$ cat src/rtl/bcd_pkg.sv
// Shared types and constants for the BCD sequencer and its one-digit adder.
package bcd_pkg;

  typedef enum logic [1:0] {
    IDLE = 2'd0,
    RUN  = 2'd1,
    DONE = 2'd2
  } state_t;

  localparam logic [3:0] BCD_MAX  = 4'd9;
  localparam logic [3:0] BCD_CORR = 4'd6;

  // Nine's complement of one digit; inputs above 9 simply wrap.
  function automatic logic [3:0] nines_comp(input logic [3:0] digit);
    return BCD_MAX - digit;
  endfunction

endpackage

$ cat src/rtl/bcd_digit_alu.sv
// One-digit BCD adder: s/cout from a + b + cin with decimal correction.
module bcd_digit_alu
  import bcd_pkg::*;
(
  input  logic [3:0] a,
  input  logic [3:0] b,
  input  logic       cin,
  output logic [3:0] s,
  output logic       cout
);

  logic [4:0] t;

  always_comb begin
    t = {1'b0, a} + {1'b0, b} + {4'b0000, cin};
    if (t > {1'b0, BCD_MAX}) begin
      // Adding 6 and dropping bit 4 is the same as (t + 6)[3:0].
      s    = t[3:0] + BCD_CORR;
      cout = 1'b1;
    end else begin
      s    = t[3:0];
      cout = 1'b0;
    end
  end

endmodule

$ cat src/rtl/bcd_seq_ctrl.sv
// Multi-digit BCD add/subtract sequencer: one digit per cycle through a
// single shared bcd_digit_alu, carry/borrow rippled in a register.
module bcd_seq_ctrl
  import bcd_pkg::*;
#(
  parameter int DIGITS = 4
) (
  input  logic                clk,
  input  logic                rst_n,
  input  logic                start,
  input  logic                op,
  input  logic [4*DIGITS-1:0] a,
  input  logic [4*DIGITS-1:0] b,
  output logic                busy,
  output logic                done,
  output logic [4*DIGITS-1:0] sum,
  output logic                Cout,
  output logic                err
);

  localparam int W     = 4 * DIGITS;
  localparam int IDX_W = (DIGITS > 1) ? $clog2(DIGITS) : 1;
  localparam logic [IDX_W-1:0] LAST = IDX_W'(DIGITS - 1);

  state_t           state, state_nxt;
  logic [IDX_W-1:0] idx;
  logic             carry;
  logic             op_r;
  logic [W-1:0]     a_r, b_r;
  logic [3:0]       dig_a, dig_b, alu_s;
  logic             alu_cout;
  logic             accept, last, in_err;

  // Start is honoured whenever no digits are in flight (IDLE or DONE).
  assign accept = start && (state != RUN);
  assign last   = (idx == LAST);

  always_comb begin
    in_err = 1'b0;
    for (int i = 0; i < DIGITS; i++) begin
      if (a[4*i +: 4] > BCD_MAX || b[4*i +: 4] > BCD_MAX) in_err = 1'b1;
    end
  end

  always_comb begin
    dig_a = a_r[4*idx +: 4];
    dig_b = op_r ? nines_comp(b_r[4*idx +: 4]) : b_r[4*idx +: 4];
  end

  bcd_digit_alu u_alu (
    .a    (dig_a),
    .b    (dig_b),
    .cin  (carry),
    .s    (alu_s),
    .cout (alu_cout)
  );

  always_comb begin
    state_nxt = state;
    case (state)
      IDLE:    if (start) state_nxt = RUN;
      RUN:     if (last)  state_nxt = DONE;
      DONE:    state_nxt = start ? RUN : IDLE;
      default: state_nxt = IDLE;
    endcase
  end

  always_ff @(posedge clk or negedge rst_n) begin
    if (!rst_n) begin
      state <= IDLE;
      idx   <= '0;
      carry <= 1'b0;
      op_r  <= 1'b0;
      a_r   <= '0;
      b_r   <= '0;
      sum   <= '0;
      Cout  <= 1'b0;
      err   <= 1'b0;
    end else begin
      state <= state_nxt;
      if (accept) begin
        a_r   <= a;
        b_r   <= b;
        op_r  <= op;
        idx   <= '0;
        carry <= op;  // +1 of the ten's complement on subtract
        err   <= in_err;
        Cout  <= 1'b0;
      end else if (state == RUN) begin
        sum[4*idx +: 4] <= alu_s;
        carry           <= alu_cout;
        idx             <= last ? '0 : idx + IDX_W'(1);
        // Final carry of a subtract means no borrow, so invert it.
        if (last) Cout <= op_r ? ~alu_cout : alu_cout;
      end
    end
  end

  assign busy = (state == RUN);
  assign done = (state == DONE);

endmodule

$ cat config.mk
export PLATFORM = sky130hd
export DESIGN_NAME = bcd_seq_ctrl
export DESIGN_NICKNAME = d
export VERILOG_FILES = /design/src/rtl/bcd_pkg.sv /design/src/rtl/bcd_digit_alu.sv /design/src/rtl/bcd_seq_ctrl.sv
export SDC_FILE = /design/constraint.sdc
export NUM_CORES = 1
export LEC_CHECK = 0
export CAP_MARGIN = 20
export CORE_ASPECT_RATIO = 0.6
export CORE_MARGIN = 2
export CORE_UTILIZATION = 40
export CTS_CLUSTER_SIZE = 16
export DETAILED_ROUTE_END_ITERATION = 8
export DONT_BUFFER_PORTS = 1
export GPL_TIMING_DRIVEN = 0
export HOLD_SLACK_MARGIN = 0.08
export SYNTH_ARGS = -nofsm -noshare
export SYNTH_HDL_FRONTEND = slang
export SYNTH_SLANG_ARGS = --single-unit
$ cat constraint.sdc
create_clock -name clk -period 4 [get_ports clk]
set_input_delay 0.4 -clock clk [delete_from_list [all_inputs] [get_ports clk]]
set_output_delay 0.4 -clock clk [all_outputs]
set_load 0.005 [all_outputs]
==> run_results.csv, run 1 <==
group,metric,value,unit
setup_path,required,4.19,ns
clock_network,cts_tree,"done",
min_path,hold_path.class,"in2reg",
routing,drc,0,
setup_path,rr_worst_depth,12,
timing,setup-violations-final,0,
timing,setup-tns-final,0,ns
min_path,min_path_cells,1,
routing,via_count,1713,
timing,fin_crit,3.69,ns
die,dieWidth,112,µm
die,die_y,68.5,µm
global_route,grt_max_degree,57,
synth,synthDistinctLibCells,38,
setup_path,crit_fanout,10,
synth,yosysWarnings,0,
finish,diodes,0,
routing,wl,5940,µm
synth,yosys.area.top_type,"dfrtp_1",
finish,layout.nets,283,
die,core.rowCount,23,
global_route,grt_usage,17.1,%
synth,synth_seq_cells,56,
synth,yosys-top-cells-area,"dfrtp_1 (51%), mux2_2 (10%), mux4_2 (6.5%), ha_1 (5.0%), mux2_1 (3.2%)",
setup_path,cp-start-kind,"flop",
status,run_status,"completed",
synth,synth_area,0.00277,mm²
routing,routed_via_density,5.32,
synth,seq_area_frac_synth,50.5,%
die,ios,56,
placed_design,gp_congestion,0.742,
setup_path,worstPathArrival,3.88,ns
clock_network,clock-root-buffer,"clkbuf_16",
placed_design,hpwl,4420,µm
clock_network,clk_latency,0.30,ns
clock_network,clkTransAtPathRegs,0.07,ns
setup_path,r2r_slack,0.31,ns
timing,clock_skew,0.00739,ns
timing,finalHoldViolations,0,
clock_network,htreeDepth,2,
timing,slew_headroom,68.2,%
global_route,grt_pass1_vias,1751,
timing,rsz0062_at_grt,"false",
finish,nFillCells,637,
setup_path,cp-end-kind,"flop",
die,start_util,41.4,%
timing,period_share,92.3,%
finish,area_growth_syn_to_layout,12.2,%
clock_network,cts.path.max_buffers,2,
die,core_area,0.00671,mm²
finish,drive_above_1_share,23.8,%
global_route,grt_pass1_wl,9720,µm
routing,drtIter0Drc,56,
routing,antenna_left,0,
clock_network,clock_sinks,56,
routing,drt-wirelength-per-cell,18.4,µm
global_route,grt_remaining_overflow,0,
flow_run,cap_violations,0,
placed_design,pre_cts_ws,-0.00948,ns
routing,drt_pass1_iterations,4,
timing,worst_pin_slew,0.475,ns
synth,synth_top_area_share,50.5,%
timing,fin_ws,0.307,ns
timing,finalMaxSlewViolations,0,
timing,max_freq,271,MHz
synth,syn_nets,274,
clock_network,postCtsSetupBuffers,0,
setup_path,crit_type,"reg2reg",
global_route,antenna_found_initial,0,
clock_network,cts_made_buffers,5,
synth,synthCells,225,
placed_design,portBuffers,0,
die,die_area,0.00764,mm²
synth,avgSynthCellArea,12.3,µm²
==> final timing paths <==
path                                      from             endpoint
max reg2reg                 idx[0]$_DFFE_PN0P_   sum[6]$_DFFE_PN0P_
max in group asynchronous                rst_n   idx[0]$_DFFE_PN0P_
min in group asynchronous                rst_n   a_r[7]$_DFFE_PN0P_
min reg2reg                a_r[11]$_DFFE_PN0P_  a_r[11]$_DFFE_PN0P_
max                         idx[0]$_DFFE_PN0P_   sum[6]$_DFFE_PN0P_
min                                      start   idx[1]$_DFFE_PN0P_
==> state kept, by name, indices dropped and copies added, names as in the netlist <==
| register | cells |
|---|---|
| a_r | 16 |
| op_r | 1 |
| err | 1 |
| sum | 16 |
| Cout | 1 |
| carry | 1 |
| b_r | 16 |
| state | 2 |
| idx | 2 |
==> repair_timing <==
action | 4_1_cts | 5_1_grt
endpoints found under the setup margin | 6 | 11
hold endpoints to repair | 56 | 0
hold buffers | 2 | 0
resized for setup | 2 | 6
==> worst max-delay path, cell delays in order, from the launching register on <==
cell and delay (ns):
dfrtp_2 0.45, buf_4 0.26, mux4_2 0.55, xnor2_1 0.21, fa_1 0.24, inv_1 0.06, fa_1 0.43, xnor2_1 0.20
ha_1 0.26, a22oi_2 0.24, nand3_1 0.19, mux2i_4 0.27, a22o_1 0.22
==> logic make-up (layout without fill, tap and decap cells) <==
| logic type | count (synthesis) | in the layout | share of synthesized area, % |
|---|---|---|---|
| simple gates | 44 | 44 | 7.76 |
| xor+xnor | 5 | 5 | 1.58 |
| buf+inv | 21 | 31 | 3.11 |
| compound gates | 43 | 43 | 10.0 |
| fa+ha+maj | 13 | 13 | 6.41 |
| mux | 43 | 43 | 20.6 |
| flops | 56 | 56 | 50.5 |
==> cells in the mapped netlist <==
master and number:
inv_1 12, clkinv_2 1, buf_2 5, nand2b_1 1, nor2_1 7, a31o_1 1, mux4_2 8, o21ai_0 11
a31oi_1 1, or4_1 1, nand2_2 2, or3_4 1, clkbuf_1 1, a21o_1 2, o22ai_1 1, a31oi_4 1
nand4_1 3, a21oi_1 3, nand3_1 3, mux2_2 25, a22oi_2 1, xor2_1 1, nor2b_1 1, dfrtp_1 56
or4b_1 2, mux2_1 8, o211a_1 1, fa_1 2, mux2i_1 2, xnor2_1 4, ha_1 11, a211oi_1 1
clkinv_1 2, nand2_1 22, and3b_1 1, a22o_1 4, o31ai_1 2, o21ai_1 14
==> cell type report <==
type	count	area [µm²]	area share (%)
tap	87	109	3.50
buffer	6	32.5	1.05
clock inverter	2	38.8	1.25
multi-input combinational	148	1310	42.0
clock buffer	6	129	4.14
sequential	56	1400	45.1
inverter	15	57.6	1.85
timing repair buffer	2	37.5	1.21
==> per-stage QoR <==
stage               hold slack [ns]  util [%]  area, µm²  cells
floorplan                     0.104         -       2770    225
global placement              0.106      43.0       2880    312
detailed placement            0.106      43.0       2880    312
CTS                           0.198      46.2       3100    322
global route                  0.208      46.4       3110    322
finish                        0.205      46.4       3110    322
==> placed cells by master, fill, tap and decap left out, drive strengths merged, types with 2 or more instances in the layout <==
cell / n
a21o: 2
mux4: 8
nand2: 24
mux2: 33
a21oi: 3
dfrtp: 56
nor2: 7
buf: 6
nand4: 3
mux2i: 2
inv: 13
nand3: 3
fa: 2
clkinv: 3
a22o: 4
clkbuf: 7
o21ai: 25
xnor2: 4
or4b: 2
ha: 11
o31ai: 2
a31oi: 2
==> routing by layer <==
layer | vias up | part of all wire (%) | global-route usage (%)
li1 | 822 | - | -
met1 | 842 | 51 | 25.2
met2 | 43 | 40 | 22.6
met3 | 6 | 8.1 | 6.73
met4 | 0 | 1.2 | 5.56
met5 | - | 0 | 0
Power of run 1 is not shown: default switching activity piles up to over one toggle a cycle in this logic, so the estimate is an artifact.
==> run 2, diff against run 1 <==
Settings changed: RECOVER_POWER set to 100.
==> run 2 against run 1 <==
  * The flow now finishes with violations (max-capacitance violations, max-slew violations)
  * Wire length increased by 0.19%
  * Clock-buffer cell count unchanged
  * Cell area decreased by 0.72%
  * Via count decreased by 0.35%
  * Sequential share of layout area increased by 0.33 points
  * Core utilization decreased by 0.34 points
  * Hold slack improved by 0.00064 ns
  * Non-clock buffer count unchanged
  * Sequential cell count unchanged
  * Largest cell class unchanged
==> run_results.csv, run 2 (synthesis results as in run 1) <==
group,metric,value,unit
setup_path,endpoint,"sum[6]$_DFFE_PN0P_",
die,start_util,41.4,%
routing,wl,5950,µm
setup_path,r2r-start,"idx[0]$_DFFE_PN0P_",
timing,max_freq,270,MHz
finish,register_area,0.00140,mm²
timing,setup-tns-final,0,ns
global_route,antenna_found_initial,0,
timing,slew_headroom,-71.2,%
finish,diodes,0,
finish,area_growth_syn_to_layout,11.4,%
die,ios,56,
routing,wl_met1,3090,µm
flow_run,cap_violations,1,
routing,routed_via_density,5.30,
finish,layout.nets,283,
die,core_area,0.00671,mm²
setup_path,crit_fanout,10,
die,core.rowCount,23,
setup_path,r2r_slack,0.30,ns
setup_path,rr_worst_depth,12,
routing,wl_met3,430,µm
placed_design,portBuffers,0,
status,run_status,"finished with violations",
global_route,grt_pass1_wl,9720,µm
global_route,grt_remaining_overflow,0,
finish,final_cell_mix,"dfrtp_1 (55), mux2_2 (25), nand2_1 (22)",
die,die_y,68.5,µm
clock_network,clk_latency,0.30,ns
min_path,hold_path.class,"in2reg",
finish,layout_commonest_cell,"dfrtp_1",
finish,drive_above_1_share,21.7,%
timing,clock_skew,0.00679,ns
timing,fin_ws,0.303,ns
finish,nFillCells,640,
clock_network,cts_made_buffers,5,
placed_design,hpwl,4420,µm
global_route,grt_pass1_vias,1751,
timing,worst_pin_slew,2.57,ns
timing,finalHoldViolations,0,
setup_path,crit_start,"idx[0]$_DFFE_PN0P_",
timing,setup-violations-final,0,
routing,routed.top_layer,"met4",
placed_design,gp_congestion,0.742,
setup_path,required,4.19,ns
routing,drtIter0Drc,34,
placed_design,pre_cts_ws,-0.00948,ns
clock_network,clkTransAtPathRegs,0.07,ns
clock_network,clock_sinks,56,
timing,fin_hold_ws,0.206,ns
die,die_area,0.00764,mm²
clock_network,htreeDepth,2,
finish,multiInputGateArea,0.00131,mm²
global_route,grt_max_degree,57,
setup_path,crit_type,"reg2reg",
clock_network,clock-root-buffer,"clkbuf_16",
setup_path,cp-end-kind,"flop",
routing,drt_pass1_iterations,4,
timing,fin_crit,3.70,ns
die,dieWidth,112,µm
routing,drc,0,
routing,via_count,1707,
setup_path,r2r_end,"sum[6]$_DFFE_PN0P_",
timing,finalMaxSlewViolations,57,
setup_path,cp-start-kind,"flop",
routing,wl_met2,2360,µm
routing,antenna_left,0,
clock_network,cts.path.max_buffers,2,
timing,period_share,92.4,%
finish,reg_top3,"a_r x16, b_r x16, sum x16",
setup_path,worstPathArrival,3.88,ns
global_route,grt_usage,17.1,%
finish,fin_util,46.1,%
routing,drt-wirelength-per-cell,18.5,µm
clock_network,cts_tree,"done",
status,violations,"max-capacitance violations, max-slew violations",
timing,rsz0062_at_grt,"false",
clock_network,postCtsSetupBuffers,0,
[run 2: worst min path at each step]
stage,startpoint,end,slack [ns],cells after the start
3_5_place_dp,rst_n,sum[10]$_DFFE_PN0P_,0.11,0
3_3_place_gp,rst_n,a_r[3]$_DFFE_PN0P_,0.11,0
4_1_cts,start,idx[1]$_DFFE_PN0P_,0.20,1
5_1_grt,start,idx[1]$_DFFE_PN0P_,0.21,1
2_1_floorplan,rst_n,Cout$_DFFE_PN0P_,0.10,0
6_report,start,idx[1]$_DFFE_PN0P_,0.21,1
[run 2: stage by stage]
stage | area (µm²) | instances
2_1_floorplan | 2770 | 225
3_3_place_gp | 2880 | 312
3_5_place_dp | 2880 | 312
4_1_cts | 3100 | 322
5_1_grt | 3090 | 322
6_report | 3090 | 322
[run 2: what timing repair did]
item,in CTS,in global routing
hold endpoints to repair,56,0
hold buffers,2,0
endpoints found under the setup margin,6,11
gates resized for setup,2,6
[run 2: area by class of cell]
type | count | share of cell area [%]
Multi-Input combinational cell | 148 | 42.3
Clock inverter | 2 | 1.26
Tap cell | 87 | 3.52
Inverter | 15 | 1.86
Sequential cell | 56 | 45.4
Timing Repair Buffer | 2 | 0.648
Buffer | 6 | 0.891
Clock buffer | 6 | 4.17
[run 2: routing by layer]
metal	global-route usage [%]	vias to the layer above
met4	5.56	0
met2	22.6	43
li1	-	821
met1	25.2	837
met3	6.73	6
met5	0	-
[run 2: worst max-delay path, cell delays in order, from the launching register on]
cell     delay (ns)
dfrtp_2        0.45
buf_4          0.26
mux4_2         0.55
xnor2_1        0.21
fa_1           0.24
inv_1          0.06
fa_1           0.43
xnor2_1        0.20
ha_1           0.26
a22oi_2        0.24
nand3_1        0.19
mux2i_4        0.28
a22o_1         0.22
Power of run 2 is left out for the same reason.
